### src/rtl/store_merge_unit_if.sv
// Bus bundle for store_merge_unit.
// Carries the ControlUnit request/completion handshake (start, size, addr, wdata -> busy, done, err)
// and the Memoria port (mem_addr, mem_wr, mem_datain out; mem_dataout back).
// slave  : the store unit itself.
// master : the environment (ControlUnit side plus the memory that answers reads).
interface store_merge_unit_if;
   logic        start;
   logic [1:0]  size;
   logic [31:0] addr;
   logic [31:0] wdata;
   logic        busy;
   logic        done;
   logic        err;
   logic [31:0] mem_addr;
   logic        mem_wr;
   logic [31:0] mem_datain;
   logic [31:0] mem_dataout;

   modport master (
      output start, size, addr, wdata, mem_dataout,
      input  busy, done, err, mem_addr, mem_wr, mem_datain
   );

   modport slave (
      input  start, size, addr, wdata, mem_dataout,
      output busy, done, err, mem_addr, mem_wr, mem_datain
   );
endinterface

### src/rtl/store_merge_unit.sv
// Store executor for sw/sh/sb into the word-wide, byte-addressed Memoria.
// Word stores write straight through; half-word and byte stores read the containing word,
// merge the new bytes (little-endian) and write the word back.
// Ports:
//   clock, reset     - system clock, synchronous active-high reset
//   bus (slave)      - start/size/addr/wdata request, busy/done/err status,
//                      mem_addr/mem_wr/mem_datain to Memoria, mem_dataout from Memoria
// MEM_LAT: cycles from a registered mem_addr to valid mem_dataout (1..7).
// All outputs come straight from flops.
module store_merge_unit #(
   parameter int unsigned MEM_LAT = 1
) (
   input logic               clock,
   input logic               reset,
   store_merge_unit_if.slave bus
);

   typedef enum logic [1:0] {StIdle, StRead, StWrite} state_e;

   localparam logic [1:0] SzWord  = 2'b00;
   localparam logic [1:0] SzHalf  = 2'b01;
   localparam logic [1:0] SzByte  = 2'b10;
   localparam logic [2:0] LastCnt = 3'(MEM_LAT - 1);

   state_e      state_q, state_d;
   logic [2:0]  cnt_q, cnt_d;
   logic [1:0]  size_q, size_d;
   logic [1:0]  off_q, off_d;
   logic [15:0] wdata_q, wdata_d;
   logic        busy_q, busy_d;
   logic        done_q, done_d;
   logic        err_q, err_d;
   logic        mem_wr_q, mem_wr_d;
   logic [31:0] mem_addr_q, mem_addr_d;
   logic [31:0] mem_datain_q, mem_datain_d;

   logic        req_bad;
   logic [31:0] merged;

   // Reserved size or misaligned half/word request.
   always_comb begin
      unique case (bus.size)
         SzWord:  req_bad = (bus.addr[1:0] != 2'b00);
         SzHalf:  req_bad = bus.addr[0];
         SzByte:  req_bad = 1'b0;
         default: req_bad = 1'b1;
      endcase
   end

   // Overlay the captured store bytes onto the word returned by Memoria.
   always_comb begin
      merged = bus.mem_dataout;
      if (size_q == SzByte) begin
         merged[{off_q, 3'b000} +: 8] = wdata_q[7:0];
      end else begin
         merged[{off_q[1], 4'b0000} +: 16] = wdata_q;
      end
   end

   always_comb begin
      state_d      = state_q;
      cnt_d        = cnt_q;
      size_d       = size_q;
      off_d        = off_q;
      wdata_d      = wdata_q;
      busy_d       = busy_q;
      done_d       = 1'b0;
      err_d        = 1'b0;
      mem_wr_d     = 1'b0;
      mem_addr_d   = mem_addr_q;
      mem_datain_d = mem_datain_q;

      unique case (state_q)
         StIdle: begin
            if (bus.start) begin
               if (req_bad) begin
                  // Rejected in place: the memory port is left untouched.
                  done_d = 1'b1;
                  err_d  = 1'b1;
               end else begin
                  mem_addr_d = {bus.addr[31:2], 2'b00};
                  size_d     = bus.size;
                  off_d      = bus.addr[1:0];
                  wdata_d    = bus.wdata[15:0];
                  busy_d     = 1'b1;
                  if (bus.size == SzWord) begin
                     mem_datain_d = bus.wdata;
                     mem_wr_d     = 1'b1;
                     state_d      = StWrite;
                  end else begin
                     cnt_d   = 3'd0;
                     state_d = StRead;
                  end
               end
            end
         end
         StRead: begin
            cnt_d = cnt_q + 3'd1;
            // mem_dataout is valid at the MEM_LAT-th edge after mem_addr was registered.
            if (cnt_q == LastCnt) begin
               mem_datain_d = merged;
               mem_wr_d     = 1'b1;
               state_d      = StWrite;
            end
         end
         StWrite: begin
            busy_d  = 1'b0;
            done_d  = 1'b1;
            state_d = StIdle;
         end
         default: begin
            state_d = StIdle;
            busy_d  = 1'b0;
         end
      endcase
   end

   always_ff @(posedge clock) begin
      if (reset) begin
         state_q      <= StIdle;
         cnt_q        <= 3'd0;
         size_q       <= 2'b00;
         off_q        <= 2'b00;
         wdata_q      <= 16'h0000;
         busy_q       <= 1'b0;
         done_q       <= 1'b0;
         err_q        <= 1'b0;
         mem_wr_q     <= 1'b0;
         mem_addr_q   <= 32'h0000_0000;
         mem_datain_q <= 32'h0000_0000;
      end else begin
         state_q      <= state_d;
         cnt_q        <= cnt_d;
         size_q       <= size_d;
         off_q        <= off_d;
         wdata_q      <= wdata_d;
         busy_q       <= busy_d;
         done_q       <= done_d;
         err_q        <= err_d;
         mem_wr_q     <= mem_wr_d;
         mem_addr_q   <= mem_addr_d;
         mem_datain_q <= mem_datain_d;
      end
   end

   assign bus.busy       = busy_q;
   assign bus.done       = done_q;
   assign bus.err        = err_q;
   assign bus.mem_wr     = mem_wr_q;
   assign bus.mem_addr   = mem_addr_q;
   assign bus.mem_datain = mem_datain_q;

endmodule

### src/flat_wrapper.sv
// flat-port wrapper written by rule: the top's interface ports become plain ports
module store_merge_unit_flat 
#(
   parameter int unsigned MEM_LAT = 1
)
  (clock, reset, bus_start, bus_size, bus_addr, bus_wdata, bus_mem_dataout, bus_busy, bus_done, bus_err, bus_mem_addr, bus_mem_wr, bus_mem_datain);
  store_merge_unit_if bus_i ();
  input logic clock;
  input logic reset;
  input wire logic [$bits(bus_i.start)-1:0] bus_start;
  input wire logic [$bits(bus_i.size)-1:0] bus_size;
  input wire logic [$bits(bus_i.addr)-1:0] bus_addr;
  input wire logic [$bits(bus_i.wdata)-1:0] bus_wdata;
  input wire logic [$bits(bus_i.mem_dataout)-1:0] bus_mem_dataout;
  output wire logic [$bits(bus_i.busy)-1:0] bus_busy;
  output wire logic [$bits(bus_i.done)-1:0] bus_done;
  output wire logic [$bits(bus_i.err)-1:0] bus_err;
  output wire logic [$bits(bus_i.mem_addr)-1:0] bus_mem_addr;
  output wire logic [$bits(bus_i.mem_wr)-1:0] bus_mem_wr;
  output wire logic [$bits(bus_i.mem_datain)-1:0] bus_mem_datain;
  assign bus_i.start = bus_start;
  assign bus_i.size = bus_size;
  assign bus_i.addr = bus_addr;
  assign bus_i.wdata = bus_wdata;
  assign bus_i.mem_dataout = bus_mem_dataout;
  assign bus_busy = bus_i.busy;
  assign bus_done = bus_i.done;
  assign bus_err = bus_i.err;
  assign bus_mem_addr = bus_i.mem_addr;
  assign bus_mem_wr = bus_i.mem_wr;
  assign bus_mem_datain = bus_i.mem_datain;
  store_merge_unit #(.MEM_LAT(MEM_LAT)) u_core (.clock(clock), .reset(reset), .bus(bus_i));
endmodule
### config.mk
export PLATFORM = sky130hd
export DESIGN_NAME = store_merge_unit_flat
export DESIGN_NICKNAME = d
export VERILOG_FILES = /design/src/rtl/store_merge_unit_if.sv /design/src/rtl/store_merge_unit.sv /design/src/flat_wrapper.sv
export SDC_FILE = /design/constraint.sdc
export NUM_CORES = 1
export LEC_CHECK = 0
export ABC_AREA = 1
export ABC_CLOCK_PERIOD_IN_PS = 2450
export CAP_MARGIN = 15
export CORE_MARGIN = 4
export CORE_UTILIZATION = 45
export DETAILED_ROUTE_END_ITERATION = 7
export PLACE_DENSITY = 0.88
export SLEW_MARGIN = 20
export SYNTH_ARGS = -nofsm -noshare
export SYNTH_HDL_FRONTEND = slang
export SYNTH_SLANG_ARGS = --single-unit
### constraint.sdc
create_clock -name clock -period 2.45 [get_ports clock]
set_clock_uncertainty 0.05 [all_clocks]
set_input_delay 0.245 -clock clock [delete_from_list [all_inputs] [get_ports clock]]
set_output_delay 0.245 -clock clock [all_outputs]
set_load 0.02 [all_outputs]
After elaboration in Yosys (flattened, before gate mapping). Index checks and enable logic that the tools add are counted.

Register bits: 91. Bits of input ports: 101. Output and inout bits: 68. Logic and storage cells: 71.

$add $sub $neg: 3. Equal/unequal tests: 10. Shift operators: 4. Muxes and demuxes: 29. Bitwise logic cells: 3. Reduce and logical (&&, ||, !) cells: 11.

Operators by type and width (count): $mux W32 (5); $bwmux W32 (2); $pmux W32 S2 (1); $shift A16 B7 Y32 const A (1); $shift A8 B7 Y32 const A (1); $shiftx A16 B7 Y32 (1); $shiftx A8 B7 Y32 (1); $neg A5 Y7 (2); $mux W3 (3); $reduce_and A3 Y1 (3); $mux W1 (8); $mux W2 (4); $eq A2 B2 Y1 const B (3); $ne A2 B2 Y1 const B (3); $pmux W1 S2 (3); $pmux W3 S2 (1); $reduce_and A5 Y1 (1); $eq A2 B1 Y1 const B (2); $logic_not A2 Y1 (2); $ne A2 B1 Y1 const B (2); $pmux W2 S2 (1); $reduce_and A4 Y1 (1); $reduce_bool A2 Y1 (2); $add A3 B1 Y3 const B (1); 4 further kinds (6).

Logic depth before layout (Yosys ltp).
Depth in word-level cells: 6. Mapped depth: 14.

Least setup slack after synthesis. No wires, ideal clock.

Path type: reg-to-reg. From: register u_core.off_q[0]. To: register u_core.mem_datain_q[27] (netlist: u_core.bus.mem_datain[27]). Setup time: 64 ps. Arrival time: 1918 ps. Slack: 418 ps. Stages on the path, launching flop included: 12. Buffers on the path: 2. Period minus slack after synthesis: 2032 ps. Cells stage by stage: dfxtp_1 -> clkinv_1 -> buf_1 -> ha_1 -> clkbuf_1 -> nor2_1 -> nand2_1 -> nand2_1 -> nand2_1 -> nand2_1 -> nor2_1 -> nor2_1.

Cells in the longest elaborated chain, start to end: 6. Elaborated cells between the ends (all ways): 7. Those cells by class: add/sub: 1; shift: 2; mux: 4.

Ends and longest elaborated chain: start, declared (RTL line store_merge_unit.sv:28) `logic [1:0] off_q, off_d;`; start signal, assigned (RTL line store_merge_unit.sv:123) `off_q <= 2'b00;`; start signal, assigned (RTL line store_merge_unit.sv:135) `off_q <= off_d;`; $neg A5 Y7 * (RTL line store_merge_unit.sv:54) `merged[{off_q, 3'b000} +: 8] = wdata_q[7:0];`; $shiftx A8 B7 Y32 or $shift A8 B7 Y32 (tied branches) (RTL line store_merge_unit.sv:54); $bwmux W32 * (RTL line store_merge_unit.sv:54); $mux W32 * (RTL line store_merge_unit.sv:53) `if (size_q == SzByte) begin`; $mux W32 * (RTL line store_merge_unit.sv:100) `if (cnt_q == LastCnt) begin`; $pmux W32 S2 * (RTL line store_merge_unit.sv:73) `unique case (state_q)`; end signal, assigned (RTL line store_merge_unit.sv:142) `mem_datain_q <= mem_datain_d;`; end, declared (RTL line store_merge_unit.sv:35) `logic [31:0] mem_datain_q, mem_datain_d;`.

Mark *: on every way between the ends. The rest lies on a longest branch, timed or not. The select of a mux whose other input is x is not followed. A chain may end at the register's enable or synchronous reset.

Worst setup path after layout.
From: register u_core.off_q[1]. To: register u_core.mem_datain_q[8] (netlist: u_core.bus.mem_datain[8]).

Cells in the longest elaborated chain, start to end: 6. Elaborated cells between the ends (all ways): 11. Those cells by class: add/sub: 2; shift: 4; mux: 5.

Ends and longest elaborated chain: $neg A5 Y7 (on tied branches) (RTL line store_merge_unit.sv:56, store_merge_unit.sv:54); $shiftx A16 B7 Y32, or another cell as far along (RTL line store_merge_unit.sv:56) `merged[{off_q[1], 4'b0000} +: 16] = wdata_q;`; $bwmux W32 (on tied branches) (RTL line store_merge_unit.sv:56, store_merge_unit.sv:54); $mux W32 * (RTL line store_merge_unit.sv:53); $mux W32 * (RTL line store_merge_unit.sv:100); $pmux W32 S2 * (RTL line store_merge_unit.sv:73).

Marked as above.

==> run metrics <==
area share of the largest cell type after synthesis=34.42%; count of input and output buffers=166; count of distinct cell types in the synthesized netlist=20; global-route wire length before repair=27180 µm; total number of yosys warnings=0; clock transition time at the flip-flop clock pins of the worst setup and hold paths=0.07 ns; share of total power in combinational logic=26.3%; switching power total=0.001337 W; complex-gate fraction of the synthesized area=9.267%; fraction of layout cells with a size suffix above 1=4.372%; maximum number of pins on one net before global-route repair=50; Critical Path Most Common Cell=sky130_fd_sc_hd__nand2_1; met3 routed WL=1816 µm; Top-Level Pins=169; Resize count post-CTS=0; power share of the sequential group=39.9%; vias in the first global route=5760; biggest area contributors in the synthesized netlist=sky130_fd_sc_hd__dfxtp_1 34%, sky130_fd_sc_hd__nand2_1 26%, sky130_fd_sc_hd__nand3_1 8.0%; min Tclk post-route=2.104 ns; number of antenna repair diodes=0; detailed-route DRC error count=0; Die Height=116.5 µm; final total power=0.004130 W; number of buffers inserted during clock tree synthesis=9; Clk Latency, worst-skew pair=0.35 ns; post-synth top area cell=sky130_fd_sc_hd__dfxtp_1; Max Transition Viols Final=0; post-synthesis share of cell area spent on and, or, nand and nor gates=42.84%; post-detailed-route wirelength per cell=13.71 µm; Synth-to-Final Area Change=39.27%; Placement Rows=39; routed metal-1 wirelength=6720 µm; buffer count from post-CTS setup fixing=0; final core area utilization=64.28%; Initial Utilization=46.15%; internal portion of total power=0.002793 W; detailed-route via count=6110; H-tree depth=3; # setup viols final=0; top routing layer in use=met4; remaining max-slew budget at the tightest pin=63.89%; count of antenna-violating nets left after detailed routing=0; number of enable flip-flop cells after synthesis=0; CTS Root Buffer Type=sky130_fd_sc_hd__clkbuf_16; worst endpoint data arrival time=2.34 ns; area after detailed placement=7076 µm²; maximum clock frequency=475.2 MHz; Final period util=85.89%; drt first-iter violations=520; share of synthesized area spent on multiplexers=0%; overall track demand over capacity in global routing=25.01%; 1st-pass router iterations=5; final setup slack of the worst path=0.3458 ns; Max-Cap Viols=0; worst min path class=primary input to flop; global placer's final weighted congestion=0.9979; antenna violations before repair=0; Worst Max-Slew Pin Slew=0.5397 ns; total die area=13560 µm²; CTS max path bufs=2; Final Hold Violating Endpoints=0; die outline width=116.5 µm; post-synthesis area per instance=5.722 µm²; Critical Path, Cell by Cell=clkinv_1, ha_1, inv_1, nand2_1, nor2_1, nand2_1, nand2_1, nand2_1, nand2_1, nor2_1, nor2_1; net switching share of the total power=32.37%; flops & latches, synth=91; combinational family with the most area after synthesis=simple AND/OR/NAND/NOR gates; share of total power in the clock network=33.8%; start-to-end type of the worst setup path=flop to flop; type of element launching the critical path=flop; biggest fanout along the worst timing path=12; WL final=16700 µm; worst-case vdd ir drop=0.0004323 V; most frequent cells in the layout=370 x sky130_fd_sc_hd__nand2_1, 165 x sky130_fd_sc_hd__clkdlybuf4s50_1, 111 x sky130_fd_sc_hd__nor2_1, 93 x sky130_fd_sc_hd__inv_1, 91 x sky130_fd_sc_hd__dfxtp_1; TNS Setup=0 ns; power per cell area=560.4 nW/µm²; Post-Synthesis Cells=925; number of vias per cell=5.016; CTS Sinks=91; share of the yosys chip area belonging to registers=34.42%; dpl ws=0.3589 ns; setup repair after global routing missed its margin=false; HPWL after detailed placement=12000 µm; delay of the slowest cell on the worst path=0.40 ns; run status=complete, no violations; worst endpoint required time=2.69 ns; final cell area excluding filler cells=7371 µm²; clock tree from TritonCTS=done; area share of xor/xnor cells in the synthesized design=0%; leakage power total=3.414 nW; Most used DFF post-synth=sky130_fd_sc_hd__dfxtp_1; number of buffers added to fix hold violations after cts=0; Net count, final=1178; combined area of all synthesized cells=5293 µm²; wire length on met2=7625 µm; most frequent standard cell in the layout excluding fill and tap cells=sky130_fd_sc_hd__nand2_1; type of destination of the critical path=flop; Async S/R FF share, synth=0%; gr ovfl total=0; floorplan core area=11470 µm²; adder and majority cell fraction of the synthesized area=1.655%; master of the slowest instance on the critical path=sky130_fd_sc_hd__ha_1
power by group through the flow:
stage               registers [W]  clock network [W]  logic (W)
floorplan                 0.00176                  0   0.000527
global placement          0.00168                  0    0.00107
detailed placement        0.00168                  0    0.00108
CTS                       0.00165            0.00142    0.00109
global route              0.00166            0.00147    0.00121
finish                    0.00165            0.00139    0.00109
layout make-up:
type	instances	area, µm²
fill	1039	4096
multi-input combinational	680	2865
timing repair buffer	188	1834
sequential	91	1822
inverter	100	375.4
clock buffer	10	239.0
tap	143	178.9
clock inverter	6	56.30
logic make-up after synthesis:
group,after synthesis
other cells,1
compound gates,98
fa+ha+maj,7
flops,91
simple gates,573
buf+inv,155
per-stage QoR:
step / cells / hold slack (ns)
after floorplan: 926 / 0.3529
after global placement: 1202 / 0.3966
after detailed placement: 1202 / 0.4023
after CTS: 1218 / 0.4053
after global routing: 1218 / 0.4264
final: 1218 / 0.4010
registers in the layout, indices dropped and copies added, names as in the netlist:
register and cells:
u_core.bus.mem_addr 30, u_core.bus.done 1, u_core.state_q 2, u_core.bus.mem_datain 32, u_core.wdata_q 16, u_core.cnt_q 3
u_core.off_q 2, u_core.bus.err 1, u_core.size_q 2, u_core.bus.busy 1, u_core.bus.mem_wr 1
worst max-delay path: cells and delay by family (launching register included):
kind / cells / cell delay (ns)
simple gates: 8 / 0.91
buf+inv: 2 / 0.30
fa+ha+maj: 1 / 0.40
flops: 1 / 0.38
routing by layer:
layer  global-route usage [%]  up-vias
li1                         -     3118
met1                    30.34     2679
met2                    41.04      275
met3                    7.565       38
met4                    10.83        0
met5                        0        -
worst paths after layout:
kind	from	endpoint	slack (ns)	depth (start not counted)
worst max-delay path	u_core.off_q[1]	u_core.bus.mem_datain[8]	0.35	11
worst max register to register	u_core.off_q[1]	u_core.bus.mem_datain[8]	0.35	11
worst min-delay path	reset	u_core.bus.mem_wr	0.40	3
worst min register to register	u_core.bus.mem_addr[4]	u_core.bus.mem_addr[4]	0.41	2
synthesized netlist by cell type (2+ instances only):
master and number:
sky130_fd_sc_hd__buf_2 11, sky130_fd_sc_hd__a21oi_1 79, sky130_fd_sc_hd__nand2_1 372, sky130_fd_sc_hd__buf_4 5, sky130_fd_sc_hd__inv_1 93, sky130_fd_sc_hd__buf_1 2
sky130_fd_sc_hd__clkinv_1 5, sky130_fd_sc_hd__nor2_1 112, sky130_fd_sc_hd__ha_1 7, sky130_fd_sc_hd__clkbuf_1 36, sky130_fd_sc_hd__nand3_1 85, sky130_fd_sc_hd__o21ai_0 19
sky130_fd_sc_hd__inv_2 2, sky130_fd_sc_hd__dfxtp_1 91
No activity file was read; power rests on OpenSTA's default activity.
